File: config.mk
export PLATFORM = sky130hd
export DESIGN_NAME = cdc_bus_rx_mux
export DESIGN_NICKNAME = d
export VERILOG_FILES = /design/src/rtl/cdc_bus_rx_mux.sv
export SDC_FILE = /design/constraint.sdc
export NUM_CORES = 1
export LEC_CHECK = 0
export ABC_AREA = 1
export ABC_CLOCK_PERIOD_IN_PS = 3700
export CORE_ASPECT_RATIO = 0.9
export CORE_MARGIN = 2
export CORE_UTILIZATION = 55
export DETAILED_ROUTE_END_ITERATION = 8
export HOLD_SLACK_MARGIN = 0.12
export PLACE_DENSITY = 0.85
export SYNTH_ARGS = -nofsm -noshare
export SYNTH_HDL_FRONTEND = slang
export SYNTH_SLANG_ARGS = --single-unit
File: constraint.sdc
create_clock -name clk -period 3.7 [get_ports clk]
set_clock_uncertainty 0.05 [all_clocks]
set_input_delay 0.555 -clock clk [delete_from_list [all_inputs] [get_ports clk]]
set_output_delay 0.555 -clock clk [all_outputs]
set_load 0.02 [all_outputs]
File: src/rtl/cdc_bus_rx_mux.sv
// Receive-side terminator for toggle-handshake bus crossings. Synchronises each
// channel's toggle, captures its word and merges all channels round-robin onto one stream.
module cdc_bus_rx_mux #(
  parameter int WIDTH    = 8,
  parameter int CHANNELS = 4,
  parameter int DEPTH    = 3,
  localparam int CHW     = (CHANNELS > 1) ? $clog2(CHANNELS) : 1
) (
  input  logic                      clk,
  input  logic                      rst_n,
  input  logic [CHANNELS-1:0]       src_toggle,
  input  logic [CHANNELS*WIDTH-1:0] src_bus,
  output logic [CHANNELS-1:0]       src_ack,
  output logic                      out_valid,
  input  logic                      out_ready,
  output logic [WIDTH-1:0]          out_data,
  output logic [CHW-1:0]            out_chan,
  output logic [CHANNELS-1:0]       overrun,
  input  logic                      overrun_clr
);

  // Handshake: a word moves on any cycle with out_valid && out_ready; while
  // out_valid is high and out_ready low, out_valid/out_data/out_chan hold.

  logic [CHANNELS-1:0] sync_q [DEPTH];
  logic [CHANNELS-1:0] sync_d [DEPTH];

  logic [CHANNELS-1:0] seen_q,     seen_d;
  logic [CHANNELS-1:0] pending_q,  pending_d;
  logic [CHANNELS-1:0] slot_tog_q, slot_tog_d;
  logic [WIDTH-1:0]    slot_q [CHANNELS];
  logic [WIDTH-1:0]    slot_d [CHANNELS];
  logic                out_valid_q, out_valid_d;
  logic [WIDTH-1:0]    out_data_q,  out_data_d;
  logic [CHW-1:0]      out_chan_q,  out_chan_d;
  logic                out_tog_q,   out_tog_d;
  logic [CHANNELS-1:0] src_ack_q,   src_ack_d;
  logic [CHANNELS-1:0] overrun_q,   overrun_d;
  logic [CHW-1:0]      ptr_q,       ptr_d;

  logic [CHANNELS-1:0] sync_last;
  logic [CHANNELS-1:0] ev;
  logic [CHANNELS-1:0] moved;
  logic                load;
  logic                do_move;
  logic                hi_hit;
  logic                lo_hit;
  int                  hi_win;
  int                  lo_win;
  int                  win_i;

  assign sync_last = sync_q[DEPTH-1];
  assign ev        = sync_last ^ seen_q;

  always_comb begin
    sync_d[0] = src_toggle;
    for (int s = 1; s < DEPTH; s++) begin
      sync_d[s] = sync_q[s-1];
    end
  end

  // Round-robin: prefer the lowest pending channel at or above ptr, else wrap to the lowest.
  always_comb begin
    hi_hit = 1'b0;
    lo_hit = 1'b0;
    hi_win = 0;
    lo_win = 0;
    for (int c = CHANNELS - 1; c >= 0; c--) begin
      if (pending_q[c]) begin
        lo_hit = 1'b1;
        lo_win = c;
        if (c >= int'(ptr_q)) begin
          hi_hit = 1'b1;
          hi_win = c;
        end
      end
    end
    win_i   = hi_hit ? hi_win : lo_win;
    load    = !out_valid_q || out_ready;
    do_move = load && lo_hit;
  end

  always_comb begin
    seen_d      = seen_q;
    pending_d   = pending_q;
    slot_tog_d  = slot_tog_q;
    slot_d      = slot_q;
    out_valid_d = out_valid_q;
    out_data_d  = out_data_q;
    out_chan_d  = out_chan_q;
    out_tog_d   = out_tog_q;
    src_ack_d   = src_ack_q;
    overrun_d   = overrun_clr ? '0 : overrun_q;
    ptr_d       = ptr_q;
    moved       = '0;

    // The ack is a level copy of the accepted toggle, so a resynchronised source recovers.
    if (out_valid_q && out_ready) begin
      for (int c = 0; c < CHANNELS; c++) begin
        if (out_chan_q == CHW'(c)) src_ack_d[c] = out_tog_q;
      end
    end

    if (do_move) begin
      out_valid_d = 1'b1;
      out_chan_d  = CHW'(win_i);
      ptr_d       = (win_i + 1 >= CHANNELS) ? '0 : CHW'(win_i + 1);
      for (int c = 0; c < CHANNELS; c++) begin
        if (win_i == c) begin
          moved[c]     = 1'b1;
          out_data_d   = slot_q[c];
          out_tog_d    = slot_tog_q[c];
          pending_d[c] = 1'b0;
        end
      end
    end else if (load) begin
      out_valid_d = 1'b0;
    end

    // An event landing on a channel that is moving this cycle refills the slot cleanly.
    for (int c = 0; c < CHANNELS; c++) begin
      if (ev[c]) begin
        seen_d[c]     = sync_last[c];
        slot_d[c]     = src_bus[c*WIDTH +: WIDTH];
        slot_tog_d[c] = sync_last[c];
        if (pending_q[c] && !moved[c]) overrun_d[c] = 1'b1;
        pending_d[c]  = 1'b1;
      end
    end
  end

  always_ff @(posedge clk or negedge rst_n) begin
    if (!rst_n) begin
      for (int s = 0; s < DEPTH; s++) sync_q[s] <= '0;
      for (int c = 0; c < CHANNELS; c++) slot_q[c] <= '0;
      seen_q      <= '0;
      pending_q   <= '0;
      slot_tog_q  <= '0;
      out_valid_q <= 1'b0;
      out_data_q  <= '0;
      out_chan_q  <= '0;
      out_tog_q   <= 1'b0;
      src_ack_q   <= '0;
      overrun_q   <= '0;
      ptr_q       <= '0;
    end else begin
      for (int s = 0; s < DEPTH; s++) sync_q[s] <= sync_d[s];
      for (int c = 0; c < CHANNELS; c++) slot_q[c] <= slot_d[c];
      seen_q      <= seen_d;
      pending_q   <= pending_d;
      slot_tog_q  <= slot_tog_d;
      out_valid_q <= out_valid_d;
      out_data_q  <= out_data_d;
      out_chan_q  <= out_chan_d;
      out_tog_q   <= out_tog_d;
      src_ack_q   <= src_ack_d;
      overrun_q   <= overrun_d;
      ptr_q       <= ptr_d;
    end
  end

  assign src_ack   = src_ack_q;
  assign out_valid = out_valid_q;
  assign out_data  = out_data_q;
  assign out_chan  = out_chan_q;
  assign overrun   = overrun_q;

endmodule

Word level (Yosys, flattened, before mapping)
Cells that the tools add are included.

Register bits after elaboration: 74. Latch bits: 0. Bits in writable memories: 0. ROM bits: 0. Input port bits: 40. Output and inout port bits: 19. Word-level logic and storage cells: 125. Memories: 0.

$add $sub $neg: 1. $mul: 0. Div/mod/pow operators: 0. $lt $le $gt $ge: 4. Eq/ne operators: 6. Shift-type cells: 0. Muxes and demuxes: 55. Bitwise operators: 1. Reductions and logical operators: 33.

Operators by type and width (number): $mux W32 (10); $eq A32 B3 Y1 const B (2); $mux W1 (36); $add A32 B2 Y32 const B (1); $eq A32 B2 Y1 const B (1); $ge A32 B4 Y1 const B (1); $logic_not A32 Y1 (1); $mux W8 (4); $reduce_and A2 Y1 (9); $reduce_bool A2 Y1 (9); $mux W4 (3); $logic_and A1 B1 Y1 (6); $logic_not A1 Y1 (5); $eq A2 B2 Y1 const B (2); $ge A1 B2 Y1 const A (2); $mux W2 (2); $reduce_bool A4 Y1 (1); $xor A4 B4 Y4 (1); $eq A2 B1 Y1 const B (1); $ge A2 B2 Y1 const A (1); $logic_not A2 Y1 (1); $logic_or A1 B1 Y1 (1).

Longest topological paths before layout
Word-level depth: 15. Mapped depth: 18. Depth with buffers taken out: 16.

Worst setup path after synthesis
OpenSTA, ideal clock, no wires.

Path type: reg2reg. Start: register pending_q[1]. End: register out_data_q[0], in the netlist out_data[0]. Setup time: 0.118 ns. Arrival time: 2.082 ns. Required time: 3.532 ns. Setup slack: 1.450 ns. Stages on the path, launching flop included: 15. Path buffers: 1. Path through: dfrtp_1 inv_1 nor2_1 inv_1 nand2_2 nor2_1 nand2_2 nand2_2 inv_1 ha_1 buf_2 o21ai_1 nand3_2 nand2_1 nand2_1.

RTL lines: from (decl) (RTL line 29) `logic [CHANNELS-1:0] pending_q, pending_d;`; from (signal assigned) (RTL line 150) `pending_q <= pending_d;`; to (signal assigned) (RTL line 153) `out_data_q <= out_data_d;`; to (decl) (RTL line 34) `logic [WIDTH-1:0] out_data_q, out_data_d;`.

==> impl_results.md <==
* Leakage at 1.91 nW
* Mean Syn Cell Area at around 9.6 um^2
* Initial DRT Pass Iterations at 6
* Comb pwr share at 0.459
* DIE WIDTH at around 84 um
* GRT Overall Usage at 0.224
* Most frequent cell after synthesis: nand2_1
* Synth top cells by count: nand2_1 (109), dfrtp_1 (74), inv_1 (26)
* GRT Max-Usage Layer: met2
* Die area at approximately 6300 um^2
* Crit path max-delay family: simple AND/OR/NAND/NOR gates
* Hold slack at 303 ps
* Final Hold Fails at 0
* DRT antenna net count at 0
* Sequential fraction of the synthesis area at 0.589
* Max Clk Rate at ~360 MHz
* Fin nets at about 430
* Most used DFF post-synth: dfrtp_1
* CP bufs+invs at 3
* Clock sinks at 74
* Total grt overflow at 0
* Top-area cell type share of the netlist area at 0.589
* DR vias/cell at 5.17
* EDFF count, synth at 0
* Initial antenna violation count at 0
* Mapped Area at between 3000 and 4000 um^2
* Seq cells post-synth at between 70 and 80
* Slew Limit Headroom at 0.561
* Cells on Worst Hold Path at 0
* Final Cycle Share at 0.748
* Critical path class: register to register
* Power density cells at approximately 820 nW/um^2
* WL/cell at 13.7 um
* Share of layout cells above drive strength 1 at 0.134
* Ant diodes at 0
* CP Cell Sequence: inv_1, nor2_1, inv_1, nand2_2, nor2_1, nand2_2, nand2_2, inv_1, ha_1, o21ai_1, nand3_2, nand2_1, nand2_1
* Tot Pwr at between 3 and 4 mW
* H-tree levels at 3
* Worst path depth at 13
* Clk_lat worst skew at around 350 ps
* Max FO, Critical Path at 19
* Num rows at 26
* Port bufs at 58
* Slowest CP cell: o21ai_1
* CTS tree: done
* CTS root buf: clkbuf_8
* R2R depth at 13
* Total Wirelength at roughly 6400 um
* Setup violations, final at 0
* Syn Inst Count at between 300 and 400
* Slew Viols, Final at 0
* Warnings from Yosys at 0
* GP Congestion at 0.883
* Required time of the critical path at just under 4000 ps
* Max-cap violations at 0
* Initial Util at 0.562
* Worst Setup Start Kind: register
* Syn_nets at 370
* Placed wire-length estimate after detailed placement at approximately 4700 um
* Hold Crit Class: register to register
* Total internal power at about 1.9 mW
* Sw frac at 0.414
* Sequential power share at 0.348
* Net Switching at 1.35 mW
* Peak VDD IR at 0.000517 V
* Min cycle time layout at ~2800 ps
* Ports at 59
* Arrival @ worst endpoint at about 3000 ps
* Clk network pwr share at 0.193
* GR Util met2 at 0.398
* TNS Setup at 0 ps
* Largest net degree at the start of global routing at 37
* Distinct cell type count after synthesis at 28
* Critical Path Max Stage Delay at between 600 and 700 ps
* Core ar. at about 5600 um^2
* GR Util met3 at 0.0715
* Global-route wire length before repair at between 10000 and 15000 um
* Status: finished clean
* Clk slew on worst S/H paths at roughly 80 ps
* Slew @ Worst Pin at ~650 ps
* Synth top area cells: dfrtp_1 (59%), nand2_1 (13%), mux2_2 (5.7%), o21ai_0 (4.0%), inv_1 (3.1%)
* Initial DRC count at ~130
* Async SR Flop Fraction at 1.00
* Dominant cell type by area after synthesis: dfrtp_1
* Vias in the first global route at 2292
* Max clock buf depth at 2
* # DRC at 0
* RSZ-0062 raised after global routing: no
* Met1 usage at 0.267
* CTS buffer count at 9
* DR vias at around 2400
* Chip height at ~76 um
* Crit end category: register
* P&R area growth vs syn at 26.8%
[power groups by stage]
stage / registers [mW] / logic (mW) / clock network [mW]
2_1_floorplan: 1.24 / 0.926 / 0
3_3_place_gp: 1.14 / 1.44 / 0
3_5_place_dp: 1.15 / 1.48 / 0
4_1_cts: 1.13 / 1.50 / 0.641
5_1_grt: 1.16 / 1.67 / 0.680
6_report: 1.13 / 1.49 / 0.629
[cell type report]
class,count,area [um^2]
flip-flops and latches,74,1850
fillers,443,1610
multi-input cells,214,1130
repair buffers,62,608
clock buffers,9,124
inverters,29,109
well taps,70,87.6
clock inverters,7,76.3
[per-stage QoR]
| stage | area [um^2] | cells | setup slack [ps] | utilization |
|---|---|---|---|---|
| after floorplan | 3140 | 328 | 1450 | - |
| after global placement | 3780 | 448 | 1130 | 0.675 |
| after detailed placement | 3780 | 448 | 977 | 0.675 |
| after CTS | 3990 | 465 | 946 | 0.712 |
| after global routing | 3990 | 465 | 640 | 0.712 |
| final | 3990 | 465 | 931 | 0.712 |
[timing repair]
action                    4_1_cts  5_1_grt
resized for setup               0        0
hold endpoints to repair       16        0
hold buffers                    1        0
setup buffers                   0        0
[worst paths after layout]
check	end	slack, ps	from
worst max-delay path	out_tog_q	930	pending_q[1]
worst min-delay path	sync_last[3]	300	sync_d[3]
worst max register to register	out_tog_q	930	pending_q[1]
worst min register to register	sync_last[3]	300	sync_d[3]
max in group asynchronous	sync_last[3]	2210	rst_n
min in group asynchronous	slot_q[11]	600	rst_n
[worst reg2reg max path, cell delays in order (launching register included)]
cell	delay [ps]
dfrtp_1	390
inv_1	80
nor2_1	60
inv_1	60
nand2_2	70
nor2_1	120
nand2_2	90
nand2_2	140
inv_1	60
ha_1	410
o21ai_1	620
nand3_2	310
nand2_1	150
nand2_1	60
[registers in the layout (all words and copies together) (netlist names)]
signal and count:
out_tog_q 1, ptr_q 2, sync_d 8, out_valid 1, out_data 8, out_chan 2
src_ack 4, slot_tog_q 1, slot_q 32, seen_q 3, sync_last 4, overrun 4
pending_q 4
[placed cells by master, fill, tap and decap left out, types with 2 or more instances in the layout]
cell type	count
inv_1	26
xnor2_2	2
inv_6	2
nand4_1	10
nand2_1	109
dfrtp_1	74
o21ai_0	25
mux2_2	16
buf_4	3
nand2_2	4
nand3_1	5
nor2_4	2
clkdlybuf4s50_1	57
a21oi_1	10
nand3_2	2
nor2_2	3
clkbuf_8	9
inv_2	2
o22ai_1	3
nor2_1	13
o21a_1	2
ha_1	2
clkinvlp_4	2
[metal layers]
layer | part of all wire | vias to the layer above
met5 | 0 | -
met4 | 0.018 | 0
met3 | 0.047 | 10
met2 | 0.51 | 50
met1 | 0.43 | 1168
li1 | - | 1178
[logic make-up (layout without fill, tap and decap cells)]
family,after synthesis,in the layout,share of synthesized area
compound gates,42,42,0.0732
xor+xnor,3,3,0.0131
fa+ha+maj,2,2,0.00796
buf+inv,40,107,0.0514
flops,74,74,0.589
mux,17,17,0.0605
simple gates,150,150,0.205
No activity file was read; power rests on OpenSTA's default activity.
==> RTL edit 1 (same flow settings) <==
Take the reset off `pending_q` and `out_data_q` and load them in a clocked block of their own.
--- a/src/rtl/cdc_bus_rx_mux.sv
+++ b/src/rtl/cdc_bus_rx_mux.sv
@@ -134,10 +134,8 @@
       for (int s = 0; s < DEPTH; s++) sync_q[s] <= '0;
       for (int c = 0; c < CHANNELS; c++) slot_q[c] <= '0;
       seen_q      <= '0;
-      pending_q   <= '0;
       slot_tog_q  <= '0;
       out_valid_q <= 1'b0;
-      out_data_q  <= '0;
       out_chan_q  <= '0;
       out_tog_q   <= 1'b0;
       src_ack_q   <= '0;
@@ -147,16 +145,19 @@
       for (int s = 0; s < DEPTH; s++) sync_q[s] <= sync_d[s];
       for (int c = 0; c < CHANNELS; c++) slot_q[c] <= slot_d[c];
       seen_q      <= seen_d;
-      pending_q   <= pending_d;
       slot_tog_q  <= slot_tog_d;
       out_valid_q <= out_valid_d;
-      out_data_q  <= out_data_d;
       out_chan_q  <= out_chan_d;
       out_tog_q   <= out_tog_d;
       src_ack_q   <= src_ack_d;
       overrun_q   <= overrun_d;
       ptr_q       <= ptr_d;
     end
+  end
+
+  always_ff @(posedge clk) begin
+    pending_q  <= pending_d;
+    out_data_q <= out_data_d;
   end
 
   assign src_ack   = src_ack_q;
Formal check against the unedited RTL: not equivalent (a bounded check fails within 10 cycles, from zero or initial values and one cycle with rst_n low; the reset may be asserted at any time).
==> RTL edit 1 against the unedited design <==
Area after synthesis decreased by 1.6%. Power increased by 2.7%. First-iteration DRC count decreased by 70%. Routed wire length decreased by 5.0%. Worst setup slack improved by 0.24 ns. Cell area decreased by 1.3%. Sequential cell count unchanged. Fmax increased by 9.3%. Highest routed layer unchanged.
==> RTL edit 1: results (changes against the unedited design) <==
metric,value,unit,change
power.share.switching,38.5,%,-2.9 points
dp.cells,380,,-15%
post-place-ws,1.19,ns,+0.217 ns
rr_startpoint,ptr_q[1],,
use_met3,8.33,%,+1.2 points
async_flop_share,83.8,%,-16 points
grt_usage,21.2,%,-1.2 points
grt_pass1_vias,2089,,-8.9%
syn-num-nets,304,,-18%
layout-drive-gt1-share,25.2,%,+12 points
cp_slowest_stage_delay,0.40,ns,-0.22 ns
grtUsageMet2,34.7,%,-5.1 points
ys_seq_area_share,60.5,%,+1.6 points
first_iter_violations,38,,-70%
tightestPinTransition,0.593,ns,-0.0616 ns
gp_congestion,0.896,,+1.4%
cts_root_buffer,clkbuf_8,,
cts_setup_buffers,0,,unchanged
hold_ws,0.107,ns,-0.195 ns
grt_pass1_wl,9870,um,-7.8%
leakagePower,1.72,nW,-9.5%
hpwl,4550,um,-2.5%
slowest_stage,dfrtp_1,,
status,completed,,
cp_max_fo,11,,-8
clk_pin_slew,0.07,ns,
synth_warnings,0,,unchanged
dr.pass1.iters,4,,-2
r2r-end,out_data[7],,
ir_drop,490,uV,-5.1%
ys_top_cells_by_area,"dfrtp_1, mux2_2, edfxtp_1",,
grtUsageMet1,25.8,%,-0.85 points
avgViaCountPerCell,5.31,,+2.6%
hold_class,input port to async pin,,
synthCells,261,,-20%
synth_edf_count,8,,+8
postPlaceCellArea,0.00372,mm^2,-1.4%
yosysUniqueCellTypes,34,,+21%
synth_common_cells,"dfrtp_1, nand2_1, mux2_2, o21ai_0, nand3_1",,
final-instance-count-excl-fill,396,,-15%
grt_max_degree,42,,+14%
final_nets,367,,-15%
wirelength,6070,um,-5.0%
RTL edit 1: worst max-delay path by stage:
stage	startpoint	depth (start not counted)	endpoint	slack, ns
2_1_floorplan	ptr_q[1]	11	out_data[0]	1.69
3_3_place_gp	ptr_q[1]	12	out_data[5]	1.34
3_5_place_dp	ptr_q[1]	13	out_data[2]	1.19
4_1_cts	ptr_q[1]	12	out_data[7]	1.16
5_1_grt	ptr_q[1]	12	out_data[3]	0.94
6_report	ptr_q[1]	13	out_data[7]	1.17
RTL edit 1: logic make-up after synthesis:
group / synth area share (%)
adder cells (fa/ha/maj): 1.21
buffers and inverters: 3.32
flip-flops: 60.5
AO/OA/AOI/OAI: 7.08
AND/OR/NAND/NOR: 14.3
multiplexers: 11.6
XOR/XNOR: 1.94
RTL edit 1: layout make-up:
type | count | area, um^2
clock buffer | 12 | 165
inverter | 17 | 63.8
sequential | 74 | 1870
clock inverter | 4 | 48.8
timing repair buffer | 59 | 583
tap | 67 | 83.8
multi-input combinational | 163 | 1120
fill | 362 | 1410
RTL edit 1: metal layers:
| metal | share of wire (%) | routed length (um) | vias up |
|---|---|---|---|
| met3 | 6.4 | 386 | 14 |
| li1 | - | - | 999 |
| met2 | 48 | 2930 | 73 |
| met4 | 1.8 | 108 | 0 |
| met1 | 44 | 2650 | 1017 |
| met5 | 0 | 0 | - |
RTL edit 1: power by group through the flow:
stage,clock [mW],sequential [mW],combinational [mW]
floorplan,0,1.32,0.938
global placement,0,1.21,1.43
detailed placement,0,1.22,1.48
CTS,0.666,1.21,1.49
global route,0.702,1.23,1.63
finish,0.652,1.21,1.48
RTL edit 1: worst max-delay path: cells and delay by family (launching register included):
kind            cells  cell delay (ns)
simple gates        7             0.70
buf+inv             3             0.54
flops               1             0.40
fa+ha+maj           1             0.38
compound gates      2             0.21
==> RTL edit 2 (config.mk and constraints unchanged) <==
Without the edit above. The parameter `CHANNELS` goes from 4 to 8.
--- a/src/rtl/cdc_bus_rx_mux.sv
+++ b/src/rtl/cdc_bus_rx_mux.sv
@@ -2,7 +2,7 @@
 // channel's toggle, captures its word and merges all channels round-robin onto one stream.
 module cdc_bus_rx_mux #(
   parameter int WIDTH    = 8,
-  parameter int CHANNELS = 4,
+  parameter int CHANNELS = 8,
   parameter int DEPTH    = 3,
   localparam int CHW     = (CHANNELS > 1) ? $clog2(CHANNELS) : 1
 ) (
Interface: changed (5 resized); port bits go from 59 to 104. The function was not compared with the original's and may differ.
==> RTL edit 2 against the unedited design <==
Area after synthesis grew 97%. Cell area grew 99%. Largest power group unchanged. Routed wire length is 130% higher. Power rose by 110%. Fmax fell by 16%. Sequential cell count grew 62. First-iteration DRC count rose by 150%. Worst setup slack worse by 0.54 ns. Combinational power increased by 110%. Synthesized cell count grew 110%.
==> RTL edit 2: results (changes against the unedited design) <==
metric,value,unit,change
layout-drive-gt1-share,13.2,%,-0.24 points
synthCells,676,,+110%
syn-num-nets,758,,+100%
dp.cells,909,,+100%
largest_reg_flops,64,,+100%
postPlaceCellArea,0.00733,mm^2,+94%
worstHoldStart,sync_d[12],,
tightestPinTransition,1.22,ns,+0.562 ns
worst_r2r_path_depth,17,,+4
grt_pass1_vias,5131,,+120%
post-place-ws,0.493,ns,-0.484 ns
detailroute.via_count,4958,,+110%
clk_pin_slew,0.06,ns,-0.02 ns
nFillCells,801,,+81%
hpwl,10500,um,+120%
cts_root_buffer,clkbuf_16,,
status,completed,,
cp_max_fo,10,,-9
clk_latency,0.43,ns,+0.08 ns
ir_drop,434,uV,-16%
yosysUniqueCellTypes,38,,+36%
first_iter_violations,310,,+150%
hold_ws,0.298,ns,-0.00487 ns
ff_latch_area,0.00340,mm^2,+84%
port_buffers,103,,+78%
dr.pass1.iters,5,,-1
final-instance-count-excl-fill,941,,+100%
grt_usage,26.0,%,+3.7 points
grt_max_degree,74,,+100%
==> RTL edit 2: changes by cell type after synthesis, moves of 6 or more <==
cell and delta:
nand3_1 +31, mux2_2 +22, inv_1 +60, xnor2_1 +6, o21ai_0 +6, clkbuf_1 +8
nand4_1 -10, dfrtp_1 +62, nor2_1 +41, a21oi_1 +27, nand2_1 +51, a31oi_1 +8
==> RTL edit 2: worst max-delay path by stage <==
stage                   from           to  slack [ns]  cells past startpoint
finish              ptr_q[2]  out_data[5]        0.40                     17
global route        ptr_q[2]    out_tog_q         0.1                     19
CTS                 ptr_q[2]  out_data[7]        0.47                     19
floorplan           ptr_q[1]  out_data[6]        0.95                     25
detailed placement  ptr_q[2]  out_data[7]        0.49                     19
global placement    ptr_q[2]  out_data[7]        0.66                     19
==> RTL edit 2: critical path: cells and delay by family, from the launching register on <==
kind	cells	cell delay [ns]
and+or+nand+nor	13	1.53
AOI/OAI and AO/OA	3	0.57
DFF	1	0.57
adders and majority gates	1	0.48
==> RTL edit 2: cell families after synthesis <==
family,count (synthesis),synth area share [%]
multiplexers,38,6.91
flip-flops,136,55.0
buffers and inverters,120,7.89
XOR/XNOR,7,0.991
AO/OA/AOI/OAI,97,8.69
adder cells (fa/ha/maj),6,1.21
AND/OR/NAND/NOR,272,19.3
==> RTL edit 2: final cells by class <==
class	count	area share, %
Sequential cell	136	43.0
Multi-Input combinational cell	420	29.1
Timing Repair Buffer	109	13.8
Clock buffer	19	5.60
Inverter	93	4.54
Tap cell	152	2.40
Clock inverter	12	1.61
==> RTL edit 2: power groups by stage <==
stage | clock network, mW | logic, mW | registers [mW]
after floorplan | 0 | 2.02 | 2.12
after global placement | 0 | 2.98 | 2.03
after detailed placement | 0 | 3.07 | 2.04
after CTS | 1.65 | 3.10 | 2.02
after global routing | 1.71 | 3.52 | 2.06
final | 1.63 | 3.12 | 2.02
==> RTL edit 2: routing by layer <==
metal  share of wire [%]  global-route usage [%]  vias up
met1                  43                    34.3     2412
li1                    -                       -     2341
met3                 5.9                    6.96       34
met5                   0                       0        -
met4                 2.3                    10.4        0
met2                  49                    40.9      171
==> RTL edit 2: repair_timing <==
action | CTS | global route
gates resized for setup | 0 | 1
endpoints found under the setup margin | 0 | 1
hold endpoints to repair | 63 | 0
hold buffers | 1 | 0
